### src/rtl/eq_serial_tx_amisha.sv
// Word-pair to bit-serial transmitter for the equality link; optional all-equal monitor via EQ_SERIAL_TX_MON_EN.
// Latency: beat 0 appears one edge after load accept. Backpressure: ser_ready low freezes the beat; load_ready only in IDLE or on the final beat.
module eq_serial_tx_amisha #(
  parameter int WIDTH     = 8,
  parameter int MSB_FIRST = 0
) (
  input  logic             clk_amisha,
  input  logic             reset_n_amisha,
  input  logic             load_valid_amisha,
  output logic             load_ready_amisha,
  input  logic [WIDTH-1:0] a_amisha,
  input  logic [WIDTH-1:0] b_amisha,
  output logic             ser_valid_amisha,
  input  logic             ser_ready_amisha,
  output logic             i0_amisha,
  output logic             i1_amisha,
  output logic             last_amisha,
  output logic             busy_amisha
`ifdef EQ_SERIAL_TX_MON_EN
  ,
  output logic             all_eq_amisha,
  output logic             all_eq_valid_amisha
`endif
);

  localparam int CW = $clog2(WIDTH);

  typedef enum logic {IDLE, SHIFT} state_t;

  state_t           state;
  logic [WIDTH-1:0] sh_a;
  logic [WIDTH-1:0] sh_b;
  logic [CW-1:0]    count;
  logic             beat_acc;
  logic             final_acc;
  logic             load_acc;

  function automatic logic head_bit(input logic [WIDTH-1:0] w);
    return (MSB_FIRST != 0) ? w[WIDTH-1] : w[0];
  endfunction

  // Shift toward the output end so the next bit to send is always at the head.
  function automatic logic [WIDTH-1:0] advance(input logic [WIDTH-1:0] w);
    return (MSB_FIRST != 0) ? {w[WIDTH-2:0], 1'b0} : {1'b0, w[WIDTH-1:1]};
  endfunction

  assign beat_acc          = ser_valid_amisha & ser_ready_amisha;
  assign final_acc         = beat_acc & last_amisha;
  assign load_ready_amisha = (state == IDLE) | final_acc;
  assign load_acc          = load_valid_amisha & load_ready_amisha;

  always_ff @(posedge clk_amisha or negedge reset_n_amisha) begin
    if (!reset_n_amisha) begin
      state            <= IDLE;
      sh_a             <= '0;
      sh_b             <= '0;
      count            <= '0;
      ser_valid_amisha <= 1'b0;
      i0_amisha        <= 1'b0;
      i1_amisha        <= 1'b0;
      last_amisha      <= 1'b0;
      busy_amisha      <= 1'b0;
    end else if (load_acc) begin
      state            <= SHIFT;
      busy_amisha      <= 1'b1;
      ser_valid_amisha <= 1'b1;
      i0_amisha        <= head_bit(a_amisha);
      i1_amisha        <= head_bit(b_amisha);
      sh_a             <= advance(a_amisha);
      sh_b             <= advance(b_amisha);
      count            <= '0;
      last_amisha      <= 1'b0;
    end else if (beat_acc) begin
      if (last_amisha) begin
        // Counter parks at WIDTH-1 until the next load clears it.
        state            <= IDLE;
        busy_amisha      <= 1'b0;
        ser_valid_amisha <= 1'b0;
        last_amisha      <= 1'b0;
      end else begin
        i0_amisha   <= head_bit(sh_a);
        i1_amisha   <= head_bit(sh_b);
        sh_a        <= advance(sh_a);
        sh_b        <= advance(sh_b);
        count       <= count + CW'(1);
        last_amisha <= (count == CW'(WIDTH - 2));
      end
    end
  end

`ifdef EQ_SERIAL_TX_MON_EN
  logic eq_run;
  logic eq_next;

  assign eq_next = eq_run & ~(i0_amisha ^ i1_amisha);

  always_ff @(posedge clk_amisha or negedge reset_n_amisha) begin
    if (!reset_n_amisha) begin
      eq_run              <= 1'b0;
      all_eq_amisha       <= 1'b0;
      all_eq_valid_amisha <= 1'b0;
    end else begin
      all_eq_valid_amisha <= final_acc;
      if (final_acc) all_eq_amisha <= eq_next;
      if (load_acc) eq_run <= 1'b1;
      else if (beat_acc) eq_run <= eq_next;
    end
  end
`endif

endmodule

### config.mk
export PLATFORM = sky130hd
export DESIGN_NAME = eq_serial_tx_amisha
export DESIGN_NICKNAME = d
export VERILOG_FILES = /design/src/rtl/eq_serial_tx_amisha.sv
export SDC_FILE = /design/constraint.sdc
export NUM_CORES = 1
export LEC_CHECK = 0
export BUFFER_PORTS_ARGS = -buffer_cell sky130_fd_sc_hd__buf_2
export CAP_MARGIN = 20
export CORE_MARGIN = 2
export CORE_UTILIZATION = 55
export CTS_CLUSTER_DIAMETER = 120
export CTS_CLUSTER_SIZE = 10
export DETAILED_ROUTE_END_ITERATION = 16
export HOLD_SLACK_MARGIN = 0.15
export PLACE_DENSITY = 0.82
export SLEW_MARGIN = 20
export SYNTH_ARGS = -nofsm -noshare
export SYNTH_HDL_FRONTEND = slang
export SYNTH_SLANG_ARGS = --single-unit
export TNS_END_PERCENT = 50
### constraint.sdc
create_clock -name clk_amisha -period 3.28 [get_ports clk_amisha]
set_input_delay 0.656 -clock clk_amisha [delete_from_list [all_inputs] [get_ports clk_amisha]]
set_output_delay 0.656 -clock clk_amisha [all_outputs]
set_load 0.01 [all_outputs]
==> flow_summary.toml, run 1 <==
[setup_path]
worstPathRequired_ns = 2.62
worst-path-stages = 2
critPathMaxFanout = 18
start_kind = "register"
worst-r2r-cell-count = 2
reg2reg_to = "sh_a[5]"
critPathCaptureType = "primary output"
crit_type = "register to primary output"
worstSetupEndpoint = "load_ready_amisha"
crit_slowest_cell = "dfrtp_1"
reg2reg_from = "state"
crit_chain = "a21bo_4 -> buf_2"
startpoint = "state"
critPathArrivalTime_ns = 1.48
crit_buf_inv = 1
reg2reg_slack_ns = 1.51
path_delay_family = "flip-flops"
slowest_delay_ns = 0.72

[routing]
routed_wl_mm = 2.21
drtIter0Drc = 56
ant_nets = 0
via_per_inst = 5.72
vias = 898
drc = 0
first_pass_iters = 6
wl_per_cell_um = 14.1

[global_routing]
track_usage_pct = 20.4
antenna_found_initial = 0
grt_pass1_vias = 879
grt-ovfl-total = 0
grt_max_degree = 22
grt_pass1_wl_mm = 3.81

[clock_network]
htreeDepth = 1
cts_sinks = 21
clk_latency_ns = 0.30
clk_pin_slew_worst_paths_ns = 0.11
cts_tree = "yes"
clock-root-buffer = "clkbuf_4"
post_cts_resize_count = 0
postCtsSetupRepairBufs = 0
hold_buffers = 0
numCtsBuffers = 3
cts_buffer_depth = 2

[synth]
synth.avg_cell_area_um2 = 9.82
syn_area_um2 = 1080
ys_seq_area_share_pct = 48.7
async_reset_ff_share_pct = 100
synth_cell_types = 24
synth_ff_type = "dfrtp_1"
yosysWarnings = 0
synth-seq-cells = 21
synth_edf_count = 0
ys_top_cells_by_area = "dfrtp_1 (49%), a222oi_1 (10%), inv_1 (8.7%), o22ai_1 (6.4%), a221o_1 (2.8%)"
synthesis.nets = 132
syn_inst = 110
synth_common_cells = "inv_1 (25), dfrtp_1 (21), a222oi_1 (11), o22ai_1 (11)"
yosysTopAreaCell = "dfrtp_1"
yosysMostFrequentCell = "inv_1"
synth_top_area_share_pct = 48.7

[sta]
worst_pin_slew_ns = 0.827
clock_skew_ns = 0.00324
fmax_mhz = 469
setup_tns_ns = 0
period_needed_ns = 2.13
maxSlewViolCount = 0
post-route-period-util_pct = 65.0
setup_viol = 0
slew_headroom_pct = 44.8
rsz0062_at_grt = "no"
finalHoldViolations = 0

[place]
dp_hpwl_mm = 1.51
dp.cells = 153
dpl-instance-area_um2 = 1180
port_buffers = 25
globalplace.congestion = 0.764

[die]
dieArea_um2 = 2330
num_io_pins = 26
rows = 16
die_h_um = 48.3
core-area_um2 = 1900
start_util_pct = 56.8
die_x_um = 48.3

[layout]
multi_input_area_um2 = 403
fin_area_um2 = 1210
final_cells = 157
seq_area_um2 = 526
antenna_cells = 0
final.fill_count = 164
area_growth_syn_to_layout_pct = 11.9
post-route-util_pct = 63.6
nets = 153
drive_gt1_share_pct = 23.8

[status]
status = "complete, no violations"

[flow_run]
cap_violations = 0

[power]
peakVddDrop_v = 0.000385
power_leakage_nw = 0.647
power_uw = 881
p_per_area_nw_per_um2 = 729

[hold_path]
hold_class = "input port to async pin"
## registers in the layout, indices dropped and copies added (netlist names)
register	cells
sh_b	7
state	1
sh_a	7
i0_amisha	1
count	3
last_amisha	1
i1_amisha	1
## through the flow
step | hold slack [ns] | setup WS, ns
after floorplan | 0.360 | 1.50
after global placement | 0.492 | 1.37
after detailed placement | 0.497 | 1.37
after CTS | 0.298 | 1.14
after global routing | 0.302 | 1.05
final | 0.295 | 1.15
## routing by layer
layer | routed length [um] | track usage, % | vias up
li1 | - | - | 432
met5 | 0 | 0 | -
met2 | 1090 | 35.0 | 27
met1 | 1010 | 27.0 | 439
met4 | 0 | 5.71 | 0
met3 | 105 | 3.40 | 0
## kinds of logic (layout without fill, tap and decap cells)
group	Yosys count	count (layout)	share of synthesized area [%]
flops	21	21	48.7
mux	1	1	0.927
simple gates	17	17	8.58
fa+ha+maj	2	2	2.32
buf+inv	34	54	14.0
compound gates	35	35	25.5
## power by group
group	switching (mW)	internal, mW	leakage (nW)	total (mW)
sequential	0.0833	0.365	0.246	0.448
combinational	0.157	0.155	0.383	0.312
clock	0.0751	0.0454	0.0177	0.120
## cell type report
type	instances	share of cell area, %
flip-flops and latches	21	43.5
well taps	27	2.80
inverters	25	7.76
repair buffers	25	10.4
multi-input cells	55	33.3
clock inverters	1	0.414
clock buffers	3	1.86
## cell usage in the layout (no fill, tap or decap)
cell type / synthesis / final
nor2_1: 2 / 2
a21bo_4: 1 / 1
inv_1: 25 / 25
o21ai_0: 3 / 3
and2_4: 1 / 1
buf_2: 1 / 25
and3b_1: 1 / 1
clkinv_2: 0 / 1
a221o_1: 3 / 3
o22ai_1: 11 / 11
dfrtp_1: 21 / 21
a21oi_1: 5 / 5
or3_1: 1 / 1
clkbuf_4: 0 / 3
a32o_1: 1 / 1
ha_1: 2 / 2
nand3b_1: 1 / 1
mux2i_1: 1 / 1
and2_1: 1 / 1
a222oi_1: 11 / 11
nand2b_1: 3 / 3
nand3_1: 2 / 2
nand2_1: 5 / 5
## worst min-delay path by stage
stage / from / to / slack (ns) / cells after the start
global route: reset_n_amisha / sh_a[0] / 0.30 / 1
CTS: reset_n_amisha / sh_a[0] / 0.30 / 1
finish: reset_n_amisha / sh_a[0] / 0.30 / 1
floorplan: reset_n_amisha / count[0] / 0.36 / 0
detailed placement: sh_b[0] / sh_b[0] / 0.50 / 1
global placement: sh_b[0] / sh_b[0] / 0.49 / 1
Note: power is estimated with default switching activity, not from simulation.
==> inputs of run 2 (changes only) <==
--- a/config.mk
+++ b/config.mk
@@ -8,12 +8,12 @@
 export BUFFER_PORTS_ARGS = -buffer_cell sky130_fd_sc_hd__buf_2
 export CAP_MARGIN = 20
 export CORE_MARGIN = 2
-export CORE_UTILIZATION = 55
+export CORE_UTILIZATION = 51
 export CTS_CLUSTER_DIAMETER = 120
 export CTS_CLUSTER_SIZE = 10
 export DETAILED_ROUTE_END_ITERATION = 16
 export HOLD_SLACK_MARGIN = 0.15
-export PLACE_DENSITY = 0.82
+export PLACE_DENSITY = 0.77
 export SLEW_MARGIN = 20
 export SYNTH_ARGS = -nofsm -noshare
 export SYNTH_HDL_FRONTEND = slang
==> constraint.sdc (replaced) <==
create_clock -name clk_amisha -period 2.1 [get_ports clk_amisha]
set_input_delay 0.42 -clock clk_amisha [delete_from_list [all_inputs] [get_ports clk_amisha]]
set_output_delay 0.42 -clock clk_amisha [all_outputs]
set_load 0.01 [all_outputs]
==> run 2 against run 1 <==
Against the previous run: utilization shrank 1.7 points; combinational power grew 57%; power is 57% higher; first-iteration DRC count decreased by 23%; final cell count rose by 1.3%; sequential share of layout area is 0.58 points lower; largest power group unchanged; via count down 1.9%; clock-buffer cell count is 1 higher; worst hold slack better by 0.050 ns; sequential power is 56% higher.
==> flow_summary.toml, run 2 (synthesis gave the netlist of run 1 again) <==
[sta]
maxSlewViolCount = 0
finalHoldViolations = 0
fmax_mhz = 534
post-route-period-util_pct = 89.3
clock_skew_ns = 0.00376
slew_headroom_pct = 43.2
rsz0062_at_grt = "no"
worst_pin_slew_ns = 0.852
setup_viol = 0
setup_tns_ns = 0
fin_ws_ns = 0.226
whs_ns = 0.346
period_needed_ns = 1.87

[place]
dp_slack_ns = 0.326
globalplace.congestion = 0.739
port_buffers = 25
dp_hpwl_mm = 1.53
dp.cells = 154

[die]
rows = 16
die_h_um = 50.0
core-area_um2 = 1980
start_util_pct = 54.5
num_io_pins = 26
dieArea_um2 = 2500
die_x_um = 50.0

[routing]
vias = 881
drtIter0Drc = 43
routed_wl_mm = 2.23
wl_per_cell_um = 14.0
drc = 0
ant_nets = 0
first_pass_iters = 7
via_per_inst = 5.54

[layout]
top_regs = "sh_a: 7 flops, sh_b: 7 flops, count: 3 flops"
antenna_cells = 0
final.fill_count = 165
layout_common_cells = "inv_1 (25), buf_2 (25), dfrtp_1 (21)"
area_growth_syn_to_layout_pct = 13.4
final_cells = 159
drive_gt1_share_pct = 23.5
nets = 155
post-route-util_pct = 61.8

[setup_path]
start_kind = "register"
critPathCaptureType = "primary output"
crit_chain = "a21bo_4 -> buf_2"
worstPathRequired_ns = 1.68
crit_type = "register to primary output"
critPathMaxFanout = 18
worst-r2r-cell-count = 2
reg2reg_from = "state"
slowest_delay_ns = 0.71
reg2reg_slack_ns = 0.32
path_delay_family = "flip-flops"
crit_buf_inv = 1
reg2reg_to = "sh_b[5]"
critPathArrivalTime_ns = 1.45
crit_slowest_cell = "dfrtp_1"

[power]
peakVddDrop_v = 0.000801
power_leakage_nw = 0.653
p_switching_uw = 491
pwr-share-seq_pct = 50.7
pwr-share-comb_pct = 35.5
clkPwrFrac_pct = 13.8
p_sw_share_pct = 35.5
power.internal_uw = 892
p_per_area_nw_per_um2 = 1130

[hold_path]
min_from = "a_amisha[5]"
hold_class = "input port to register"
hold_end = "sh_a[4]"
min_path_cells = 2

[status]
status = "complete, no violations"

[clock_network]
clk_pin_slew_worst_paths_ns = 0.11
htreeDepth = 1
cts_sinks = 21
cts_buffer_depth = 2
post_cts_resize_count = 0
clk_latency_ns = 0.29
clock-root-buffer = "clkbuf_4"
cts_tree = "yes"
numCtsBuffers = 3

[global_routing]
track_usage_pct = 19.1
grt-ovfl-total = 0
grt_pass1_vias = 852
antenna_found_initial = 0
grt_max_degree = 22
grt_pass1_wl_mm = 3.70

[flow_run]
cap_violations = 0
-- run 2: final cells by class --
| class | count | area [um2] | area share [%] |
|---|---|---|---|
| Timing Repair Buffer | 27 | 143 | 11.6 |
| Multi-Input combinational cell | 55 | 403 | 32.9 |
| Clock buffer | 4 | 26.3 | 2.15 |
| Sequential cell | 21 | 526 | 42.9 |
| Tap cell | 27 | 33.8 | 2.76 |
| Inverter | 25 | 93.8 | 7.66 |
-- run 2: how the worst max path moves through the flow --
stage,depth (start not counted),startpoint,end,slack (ns)
after global routing,2,state,sh_b[1],0.13
final,2,state,load_ready_amisha,0.23
after detailed placement,2,state,i0_amisha,0.33
after global placement,3,state,i1_amisha,0.42
after floorplan,6,ser_ready_amisha,sh_a[0],0.55
after CTS,2,state,load_ready_amisha,0.22
-- run 2: worst reg2reg max path: stages, from the launching register on --
cell	delay, ns
dfrtp_1	0.59
a21oi_1	0.78
a222oi_1	0.26
-- run 2: routing by layer --
metal  track usage [%]  routed length [um]  vias to the layer above
met1              25.6                1030                      418
met4              2.78                   0                        0
met5                 0                   0                        -
met2              32.7                1100                       24
li1                  -                   -                      439
met3              3.64                  96                        0
-- run 2: through the flow --
step           total power, mW  cell area, um2
6_report                  1.38            1220
5_1_grt                   1.51            1220
4_1_cts                   1.40            1220
3_5_place_dp              1.20            1190
3_3_place_gp              1.17            1190
2_1_floorplan             1.06            1080
-- run 2: power by group through the flow --
stage | logic [mW] | registers (mW) | clock network [mW]
final | 0.491 | 0.700 | 0.191
after global routing | 0.567 | 0.724 | 0.217
after CTS | 0.497 | 0.699 | 0.200
after detailed placement | 0.493 | 0.709 | 0
after global placement | 0.471 | 0.700 | 0
after floorplan | 0.380 | 0.681 | 0
-- run 2: what timing repair did --
action                                 in CTS  in global routing
hold buffers                                1                  0
endpoints found under the hold margin      21                  0
setup buffers                               0                  0
